[config.mk]
export PLATFORM = sky130hd
export DESIGN_NAME = rfifo_drain_arb
export DESIGN_NICKNAME = d
export VERILOG_FILES = /design/src/rtl/rfifo_drain_arb.sv
export SDC_FILE = /design/constraint.sdc
export NUM_CORES = 1
export LEC_CHECK = 0
export BUFFER_PORTS_ARGS = -buffer_cell sky130_fd_sc_hd__buf_2
export CAP_MARGIN = 20
export CORE_ASPECT_RATIO = 1.2
export CORE_MARGIN = 3
export CORE_UTILIZATION = 43
export CTS_BUF_LIST = sky130_fd_sc_hd__clkbuf_4 sky130_fd_sc_hd__clkbuf_8 sky130_fd_sc_hd__clkbuf_16
export DETAILED_ROUTE_END_ITERATION = 10
export GPL_TIMING_DRIVEN = 1
export PLACE_DENSITY = 0.91
export SYNTH_ARGS = -nofsm -noshare
export SYNTH_HDL_FRONTEND = slang
export SYNTH_SLANG_ARGS = --single-unit
[constraint.sdc]
create_clock -name rclk -period 4.4 [get_ports rclk]
set_input_delay 0.22 -clock rclk [delete_from_list [all_inputs] [get_ports rclk]]
set_output_delay 0.22 -clock rclk [all_outputs]
set_load 0.01 [all_outputs]
[src/rtl/rfifo_drain_arb.sv]
// rtl/rfifo_drain_arb.sv - round-robin burst arbiter draining NUM_CH FIFO read ports into one stream
module rfifo_drain_arb #(
  parameter int NUM_CH    = 4,
  parameter int DATA_SIZE = 8,
  parameter int BURST_LEN = 4,
  parameter int CH_W      = 2
) (
  input  logic                        rclk,
  input  logic                        rrst,
  input  logic                        en,
  input  logic [NUM_CH-1:0]           rempty,
  input  logic [NUM_CH*DATA_SIZE-1:0] rdata,
  output logic [NUM_CH-1:0]           rinc,
  output logic [DATA_SIZE-1:0]        out_data,
  output logic                        out_valid,
  input  logic                        out_ready,
  output logic [CH_W-1:0]             out_ch,
  output logic                        busy
);

  localparam int CNT_W = $clog2(BURST_LEN) + 1;
  localparam logic [0:0] IDLE  = 1'b0;
  localparam logic [0:0] GRANT = 1'b1;
  localparam logic [CNT_W-1:0] CNT_LAST = CNT_W'(BURST_LEN - 1);

  logic [0:0]       state;
  logic [CH_W-1:0]  grant;
  logic [CH_W-1:0]  last;
  logic [CNT_W-1:0] cnt;
  logic [CH_W-1:0]  pick;
  logic             any_req;
  logic             grant_empty;
  logic             pop;

  // Search starts just after the last served channel so it becomes lowest priority.
  always_comb begin
    pick    = '0;
    any_req = 1'b0;
    for (int k = 1; k <= NUM_CH; k++) begin
      int idx;
      idx = (int'(last) + k) % NUM_CH;
      if (!any_req && !rempty[CH_W'(idx)]) begin
        pick    = CH_W'(idx);
        any_req = 1'b1;
      end
    end
  end

  always_comb begin
    out_data    = rdata[DATA_SIZE-1:0];
    grant_empty = rempty[0];
    for (int i = 0; i < NUM_CH; i++) begin
      if (grant == CH_W'(i)) begin
        out_data    = rdata[i*DATA_SIZE +: DATA_SIZE];
        grant_empty = rempty[i];
      end
    end
  end

  // Reset gates the strobe combinationally so a reset cycle never pops a word.
  assign out_valid = (state == GRANT) && en && !grant_empty && !rrst;
  assign pop       = out_valid && out_ready;
  assign out_ch    = grant;
  assign busy      = (state == GRANT);

  always_comb begin
    rinc = '0;
    for (int i = 0; i < NUM_CH; i++) begin
      rinc[i] = pop && (grant == CH_W'(i));
    end
  end

  always_ff @(posedge rclk) begin
    if (rrst) begin
      state <= IDLE;
      grant <= '0;
      last  <= CH_W'(NUM_CH - 1);
      cnt   <= '0;
    end else if (state == IDLE) begin
      if (en && any_req) begin
        grant <= pick;
        cnt   <= '0;
        state <= GRANT;
      end
    end else begin
      if (!en || grant_empty || (pop && cnt == CNT_LAST)) begin
        state <= IDLE;
        last  <= grant;
      end else if (pop) begin
        cnt <= cnt + CNT_W'(1);
      end
    end
  end

endmodule
==> qor.csv, run 1 <==
stage,metric,value,unit
outcome,status,"complete, no violations",
timing,Setup TNS,0,ns
yosys,syn nets,119,
critical_path,crit path from,out_ch[1],
place,Final GP Congestion,0.805,
critical_path,highest net fanout along the worst path,16,
route,WL/cell,15.7,µm
place,placement-stage cell area,1050,µm²
timing,fmax,0.421,GHz
global_routing,total gr overflow,0,
yosys,top-area cell type share of the netlist area,20.7,%
clock_tree,Post-CTS Setup Inserts,0,
yosys,"FF+latch count, synth",8,
yosys,cell count after synthesis,77,
yosys,number of synthesized flops with an enable pin,0,
hold_path,hold wc startpoint,rrst,
yosys,ys async rst share,0,%
critical_path,R2R Path Start,out_ch[1],
critical_path,CP Buf/Inv Count,1,
global_routing,grt met3 use,4.47,%
clock_tree,CTS max path bufs,2,
floorplan,initial core utilization,46.6,%
timing,final slew viol count,0,
global_routing,met1 Usage GRT,19.8,%
route,router iterations before antenna repair,4,
cells_and_area,nets,176,
global_routing,GRT Max-Usage Layer,met2,
clock_tree,"Hold-fix buffers, CTS",0,
clock_tree,clk root buf,clkbuf_4,
timing,crit path time final,2.38,ns
yosys,Mapped Area,774,µm²
timing,Worst Clk Skew,0.00467,ns
critical_path,critical path's slowest cell,dfxtp_1,
cells_and_area,"commonest non-fill, non-tap cell in the layout",buf_2,
timing,Least-Margin Pin Slew,0.678,ns
global_routing,initial antenna violation count,0,
route,Vias/cell,6.09,
power,PwrDens,218,nW/µm²
critical_path,Startpoint Class,flip-flop,
clock_tree,Post-CTS Resized,0,
route,DR iter-0 viols,16,
critical_path,CP endpoint kind,output port,
global_routing,largest net degree at the start of global routing,17,
hold_path,Hold Path Class,in2reg,
place,dpl ws,2.27,ns
power,total power,0.234,mW
timing,final setup margin,2.02,ns
global_routing,first-pass GRT wire length,3660,µm
critical_path,critical setup path kind,reg2out,
timing,Final Cycle Share,54.0,%
yosys,Synth area leaders,"dfxtp_1, mux4_2, mux4_1",
timing,Final Hold Vio Count,0,
clock_tree,CTS tree,yes,
power,Peak VDD IR,147,µV
clock_tree,H-tree depth,1,
floorplan,row count,16,
place,Post-DP HPWL,1930,µm
timing,final setup fails,0,
floorplan,Ports,56,
floorplan,die width,44.7,µm
clock_tree,CTS buffer count,3,
yosys,sequential-to-total area share from yosys stat,20.7,%
cells_and_area,final non-filler cell total,150,
floorplan,die height,52.5,µm
yosys,prevailing post-synth register cell,dfxtp_1,
clock_tree,clk_lat worst skew,0.25,ns
power,Static Leakage,0.498,nW
timing,Rel. slew slack,54.8,%
route,drc violations,0,
cells_and_area,share of layout cells above drive strength 1,49.2,%
floorplan,core area,1660,µm²
cells_and_area,most frequent cells in the layout,"buf_2, inv_1, dfxtp_1",
global_routing,met2 Usage GRT,40.4,%
cells_and_area,Layout area overhead,38.9,%
route,detailed-route via count,914,
place,Placed Instances,147,
critical_path,crit-path leading delay family,flip-flops,
critical_path,CP required,4.18,ns
global_routing,vias in the first global route,884,
global_routing,Total GRT Usage,21.2,%
critical_path,"Cell Chain, Critical Path","mux4_2, nor2_1, and2_1, buf_2",
yosys,leading area contributor after synthesis,dfxtp_1,
critical_path,crit path DAT,2.16,ns
cells_and_area,post-route cell area,1080,µm²
clock_tree,Worst-path clk slew,0.06,ns
route,DRT antenna net count,0,
floorplan,die area,2350,µm²
place,I/O Buffers,55,
route,Detailed Route WL,2360,µm
critical_path,critical path's largest stage delay,0.75,ns
yosys,Synth cell types,35,
run,Max-Cap Viols,0,
cells_and_area,antenna cells,0,
timing,RSZ-0062 raised after global routing,false,
yosys,Syn Area/Cell,10.1,µm²
clock_tree,clk sinks,8,
yosys,Yosys Warn Count,0,
cells in the mapped netlist, drive strengths merged, types with 2 or more instances:
cell and count:
nand2 5, dfxtp 8, nor2b 3, inv 8
o221ai 5, o31a 2, and2 2, or4 2
o21ai 3, nor3 3, o21bai 2, clkbuf 2
ha 2, mux4 9, a21boi 2, nand2b 2
cell type report:
| cell class | instances | area (µm²) |
|---|---|---|
| clock buffer | 3 | 22.5 |
| fill | 132 | 586 |
| inverter | 8 | 30.0 |
| multi-input combinational | 58 | 566 |
| sequential | 8 | 160 |
| tap | 18 | 22.5 |
| timing repair buffer | 55 | 275 |
power by group:
part	leakage [nW]	total, mW	switching [mW]	internal (mW)
Sequential	0.0656	0.0917	0.0126	0.0790
Clock	0.0138	0.0566	0.0253	0.0312
Combinational	0.418	0.0861	0.0370	0.0490
Total	0.498	0.234	0.0750	0.159
registers in the layout, indices dropped and copies added, names as in the netlist:
signal and count:
out_ch 2, busy 1, cnt 3, last 2
through the flow:
step	hold WS, ns	utilization (%)
floorplan	0.289	-
global route	0.203	64.8
finish	0.200	64.8
global placement	0.449	63.4
detailed placement	0.461	63.4
CTS	0.187	64.8
logic make-up after synthesis:
logic type | share of synthesized area [%]
AND/OR/NAND/NOR | 20.5
AO/OA/AOI/OAI | 19.7
buffers and inverters | 6.30
multiplexers | 29.6
flip-flops | 20.7
adder cells (fa/ha/maj) | 3.23
metal layers:
layer | wire length (µm) | vias up
li1 | - | 425
met1 | 818 | 425
met2 | 1240 | 58
met3 | 263 | 6
met4 | 42 | 0
met5 | 0 | -
final timing paths:
check	slack (ns)	endpoint	depth (start not counted)
worst max-delay path	2.02	out_valid	4
worst min-delay path	0.20	busy	2
worst max register to register	2.26	busy	3
worst min register to register	0.49	cnt[0]	1
(Power assumes the default switching activity.)
==> run 2, diff against run 1 <==
Settings changed: CORE_UTILIZATION 43 to 36, PLACE_DENSITY 0.91 to 0.82.
Clock period 4.4 ns to 2.05 ns, I/O delays scaled along.
==> run 2 against run 1 <==
  * Die area rose by 17%
  * Sequential share of layout area fell by 0.37 points
  * Routed wire length rose by 4.3%
  * Hold slack got worse by 0.089 ns
==> qor.csv, run 2 (synthesis results as in run 1) <==
stage,metric,value,unit,change
critical_path,CP endpoint kind,output port,,unchanged
timing,fmax,0.573,GHz,
clock_tree,Post-CTS Resized,0,,unchanged
floorplan,row count,17,,was 16
cells_and_area,Layout area overhead,42.5,%,was 38.9%
clock_tree,Post-CTS Setup Inserts,0,,unchanged
cells_and_area,antenna cells,0,,unchanged
route,Vias/cell,5.67,,was 6.09
route,detailed-route via count,918,,was 914
cells_and_area,nets,178,,was 176
timing,RSZ-0062 raised after global routing,false,,unchanged
floorplan,die height,56.8,µm,was 52.5 µm
clock_tree,CTS tree,yes,,unchanged
timing,Final Cycle Share,85.2,%,
power,sw power,0.154,mW,was 0.0750 mW
floorplan,die width,48.3,µm,was 44.7 µm
clock_tree,H-tree depth,1,,unchanged
clock_tree,clk sinks,8,,unchanged
outcome,status,"complete, no violations",,unchanged
critical_path,highest net fanout along the worst path,8,,was 16
route,WL/cell,15.2,µm,was 15.7 µm
cells_and_area,most frequent cells in the layout,"buf_2, inv_1, dfxtp_1",,unchanged
timing,final setup fails,0,,unchanged
floorplan,initial core utilization,40.0,%,was 46.6%
timing,Final Hold Vio Count,0,,unchanged
power,Peak VDD IR,293,µV,was 147 µV
cells_and_area,post-route cell area,1100,µm²,was 1080 µm²
route,Detailed Route WL,2460,µm,was 2360 µm
route,drc violations,0,,unchanged
global_routing,first-pass GRT wire length,4130,µm,was 3660 µm
critical_path,R2R Path Start,cnt[0],,was out_ch[1]
clock_tree,clk root buf,clkbuf_4,,unchanged
critical_path,CP required,1.95,ns,was 4.18 ns
power,PwrDens,453,nW/µm²,was 218 nW/µm²
place,I/O Buffers,55,,unchanged
place,Post-DP HPWL,2020,µm,was 1930 µm
timing,crit path time final,1.75,ns,
route,router iterations before antenna repair,4,,unchanged
critical_path,critical setup path kind,reg2out,,unchanged
place,Final GP Congestion,0.911,,was 0.805
global_routing,vias in the first global route,922,,was 884
power,Int Pwr,0.345,mW,was 0.159 mW
power,sequential power share,36.8,%,was 39.1%
critical_path,crit path DAT,1.64,ns,was 2.16 ns
place,placement-stage cell area,1080,µm²,was 1050 µm²
clock_tree,"Hold-fix buffers, CTS",0,,unchanged
critical_path,Startpoint Class,flip-flop,,unchanged
critical_path,crit path from,out_ch[1],,unchanged
cells_and_area,share of layout cells above drive strength 1,50.0,%,was 49.2%
clock_tree,CTS max path bufs,2,,unchanged
floorplan,Ports,56,,unchanged
global_routing,Total GRT Usage,18.7,%,was 21.2%
power,Static Leakage,0.508,nW,was 0.498 nW
hold_path,hold wc startpoint,rrst,,unchanged
route,DR iter-0 viols,14,,was 16
route,DRT antenna net count,0,,unchanged
floorplan,core area,1940,µm²,was 1660 µm²
power,combinational fraction of design power,40.5,%,was 36.7%
global_routing,initial antenna violation count,0,,unchanged
cells_and_area,Final Util,57.0,%,was 64.8%
timing,Worst Clk Skew,0.00436,ns,was 0.00467 ns
clock_tree,Worst-path clk slew,0.05,ns,was 0.06 ns
global_routing,largest net degree at the start of global routing,16,,was 17
clock_tree,clk_lat worst skew,0.24,ns,was 0.25 ns
power,total power,0.500,mW,was 0.234 mW
cells_and_area,"commonest non-fill, non-tap cell in the layout",buf_2,,unchanged
timing,final slew viol count,0,,unchanged
cells_and_area,max reg flops,3,,unchanged
clock_tree,CTS buffer count,3,,unchanged
global_routing,total gr overflow,0,,unchanged
power,fraction of power consumed by the clock network,22.6,%,was 24.1%
timing,Setup TNS,0,ns,unchanged
hold_path,Hold Path Class,in2reg,,unchanged
cells_and_area,largest reg by FF count,cnt,,unchanged
timing,Least-Margin Pin Slew,0.355,ns,was 0.678 ns
timing,Rel. slew slack,76.3,%,was 54.8%
floorplan,die area,2750,µm²,was 2350 µm²
power,Net Sw Frac,30.9,%,was 32.0%
run,Max-Cap Viols,0,,unchanged
==> run 2: changes by cell type in the layout (fill, tap and decap cells not counted) <==
cell   change
buf_4      +2
==> run 2: path summary, 6_finish.rpt <==
kind                             endpoint  slack [ns]  cells after the start
worst min-delay path                 busy        0.11                      2
worst max-delay path            out_valid        0.30                      4
worst min register to register     cnt[0]        0.50                      1
worst max register to register       busy        0.37                      5
==> run 2: cell type report <==
cell class	instances	area (µm²)
well taps	28	35.0
multi-input cells	58	566
inverters	8	30.0
clock buffers	3	22.5
fillers	184	832
flip-flops and latches	8	160
repair buffers	57	290
==> run 2: power by group through the flow <==
stage	clock (mW)	combinational, mW	sequential [mW]
after detailed placement	0	0.203	0.187
after floorplan	0	0.116	0.187
after global routing	0.133	0.224	0.185
after CTS	0.121	0.204	0.183
after global placement	0	0.197	0.185
final	0.113	0.203	0.184
==> run 2: routing by layer <==
metal / up-vias / routed length (µm) / global-route usage, %
met3: 2 / 278 / 7.16
li1: 435 / - / -
met1: 423 / 894 / 17.9
met2: 58 / 1260 / 34.1
met5: - / 0 / 0
met4: 0 / 27 / 10.2
==> run 2: worst max-delay path: stages, from the launching register on <==
cell and delay, ns:
dfxtp_1 0.35, mux4_2 0.59, nor2_1 0.20, and2_1 0.15, buf_2 0.12
==> run 2: per-stage QoR <==
stage,cells,setup WS [ns],hold WS [ns]
global placement,159,0.475,0.351
floorplan,77,0.320,0.172
global route,162,0.146,0.114
detailed placement,159,0.385,0.361
finish,162,0.303,0.111
CTS,162,0.295,0.102
==> run 3, diff against run 2 <==
Settings changed: CELL_PAD_IN_SITES_DETAIL_PLACEMENT from default to 0, CELL_PAD_IN_SITES_GLOBAL_PLACEMENT from default to 1, CORE_UTILIZATION 36 to 25.
==> run 3 against run 2 <==
  * Setup slack lost 0.036 ns
  * Clock-buffer cell count is the same
  * First-iteration DRC count increased to 2.9 times the previous value
  * Core utilization decreased by 18 points
  * Global-route usage shrank 5.7 points
  * Critical path type unchanged
==> qor.csv, run 3 (synthesis results as in run 1) <==
stage,metric,value,unit,change
outcome,status,"complete, no violations",,unchanged
route,Detailed Route WL,2490,µm,was 2460 µm
power,sequential power share,36.3,%,was 36.8%
clock_tree,CTS max path bufs,2,,unchanged
clock_tree,clk_lat worst skew,0.26,ns,was 0.24 ns
timing,final setup margin,0.268,ns,was 0.303 ns
floorplan,die height,67.0,µm,was 56.8 µm
global_routing,met2 Usage GRT,24.1,%,was 34.1%
global_routing,initial antenna violation count,0,,unchanged
place,Post-DP HPWL,2080,µm,was 2020 µm
critical_path,crit path DAT,1.68,ns,was 1.64 ns
power,fraction of power consumed by the clock network,23.9,%,was 22.6%
route,router iterations before antenna repair,5,,was 4
run,Max-Cap Viols,0,,unchanged
route,WL/cell,14.8,µm,was 15.2 µm
timing,final setup fails,0,,unchanged
global_routing,grt met3 use,2.71,%,was 7.16%
power,sw power,0.159,mW,was 0.154 mW
clock_tree,Post-CTS Resized,0,,unchanged
power,Int Pwr,0.346,mW,was 0.345 mW
cells_and_area,share of layout cells above drive strength 1,50.0,%,unchanged
power,combinational fraction of design power,39.8,%,was 40.5%
power,Static Leakage,0.508,nW,unchanged
place,dpl ws,0.413,ns,was 0.385 ns
clock_tree,Post-CTS Setup Inserts,0,,unchanged
floorplan,initial core utilization,27.0,%,was 40.0%
cells_and_area,Final Util,38.8,%,was 57.0%
cells_and_area,largest reg by FF count,cnt,,unchanged
power,total power,0.505,mW,was 0.500 mW
cells_and_area,most frequent cells in the layout,"buf_2, inv_1, dfxtp_1",,unchanged
timing,RSZ-0062 raised after global routing,false,,unchanged
cells_and_area,max reg flops,3,,unchanged
timing,Worst Clk Skew,0.0131,ns,was 0.00436 ns
floorplan,row count,21,,was 17
cells_and_area,nets,178,,unchanged
global_routing,largest net degree at the start of global routing,16,,unchanged
timing,Rel. slew slack,77.5,%,was 76.3%
timing,final slew viol count,0,,unchanged
power,Peak VDD IR,241,µV,was 293 µV
cells_and_area,Layout fillers,288,,was 184
timing,crit path time final,1.78,ns,was 1.75 ns
clock_tree,"Hold-fix buffers, CTS",0,,unchanged
place,Placed Instances,165,,was 159
timing,Final Cycle Share,87.0,%,was 85.2%
clock_tree,clk root buf,clkbuf_4,,unchanged
route,detailed-route via count,944,,was 918
place,placement-stage cell area,1090,µm²,was 1080 µm²
global_routing,GRT Max-Usage Layer,met2,,unchanged
critical_path,Startpoint Class,flip-flop,,unchanged
route,drc violations,0,,unchanged
global_routing,first-pass GRT wire length,3860,µm,was 4130 µm
clock_tree,CTS buffer count,3,,unchanged
route,DR iter-0 viols,41,,was 14
floorplan,core area,2860,µm²,was 1940 µm²
cells_and_area,final non-filler cell total,168,,was 162
cells_and_area,antenna cells,0,,unchanged
timing,Setup TNS,0,ns,unchanged
timing,fmax,0.561,GHz,was 0.573 GHz
global_routing,met1 Usage GRT,13.9,%,was 17.9%
global_routing,vias in the first global route,877,,was 922
clock_tree,H-tree depth,1,,unchanged
critical_path,CP required,1.95,ns,about the same
global_routing,total gr overflow,0,,unchanged
floorplan,die area,3800,µm²,was 2750 µm²
route,DRT antenna net count,0,,unchanged
cells_and_area,"commonest non-fill, non-tap cell in the layout",buf_2,,unchanged
power,Net Sw Frac,31.5,%,was 30.9%
route,Vias/cell,5.62,,was 5.67
global_routing,Total GRT Usage,13.0,%,was 18.7%
critical_path,highest net fanout along the worst path,8,,unchanged
critical_path,critical setup path kind,reg2out,,unchanged
timing,Final Hold Vio Count,0,,unchanged
place,I/O Buffers,55,,unchanged
cells_and_area,post-route cell area,1110,µm²,was 1100 µm²
timing,Least-Margin Pin Slew,0.338,ns,was 0.355 ns
timing,Hold Worst Slack,0.0948,ns,was 0.111 ns
clock_tree,clk sinks,8,,unchanged
place,Final GP Congestion,0.745,,was 0.911
floorplan,Ports,56,,unchanged
critical_path,CP endpoint kind,output port,,unchanged
power,PwrDens,455,nW/µm²,was 453 nW/µm²
floorplan,die width,56.8,µm,was 48.3 µm
clock_tree,CTS tree,yes,,unchanged
clock_tree,Worst-path clk slew,0.06,ns,was 0.05 ns
cells_and_area,Layout area overhead,43.5,%,was 42.5%
hold_path,Hold Path Class,in2reg,,unchanged
[run 3: final timing paths]
check | startpoint | to | slack (ns) | depth (start not counted)
min | rrst | busy | 0.09 | 2
max | out_ch[1] | out_valid | 0.27 | 4
min reg2reg | cnt[0] | cnt[0] | 0.48 | 1
max reg2reg | cnt[0] | busy | 0.38 | 5
[run 3: metal layers]
metal,vias up,part of all wire [%]
met5,-,0
met4,0,1.7
met3,6,12
met2,75,48
met1,430,38
li1,433,-
[run 3: final cells by class]
cell class / count / area (µm²) / area share (%)
Clock buffer: 3 / 22.5 / 2.03
Inverter: 8 / 30.0 / 2.70
Multi-Input combinational cell: 58 / 566 / 50.9
Sequential cell: 8 / 160 / 14.4
Tap cell: 34 / 42.5 / 3.83
Timing Repair Buffer: 57 / 290 / 26.1
[run 3: worst max-delay path, cell delays in order (launching register included)]
cell     delay, ns
dfxtp_1       0.35
mux4_2        0.59
nor2_1        0.21
and2_1        0.15
buf_2         0.12
[run 3: power groups by stage]
stage | clock (mW) | combinational, mW | sequential [mW]
2_1_floorplan | 0 | 0.116 | 0.187
4_1_cts | 0.124 | 0.203 | 0.183
6_report | 0.121 | 0.201 | 0.183
3_3_place_gp | 0 | 0.199 | 0.185
3_5_place_dp | 0 | 0.203 | 0.186
5_1_grt | 0.136 | 0.218 | 0.185
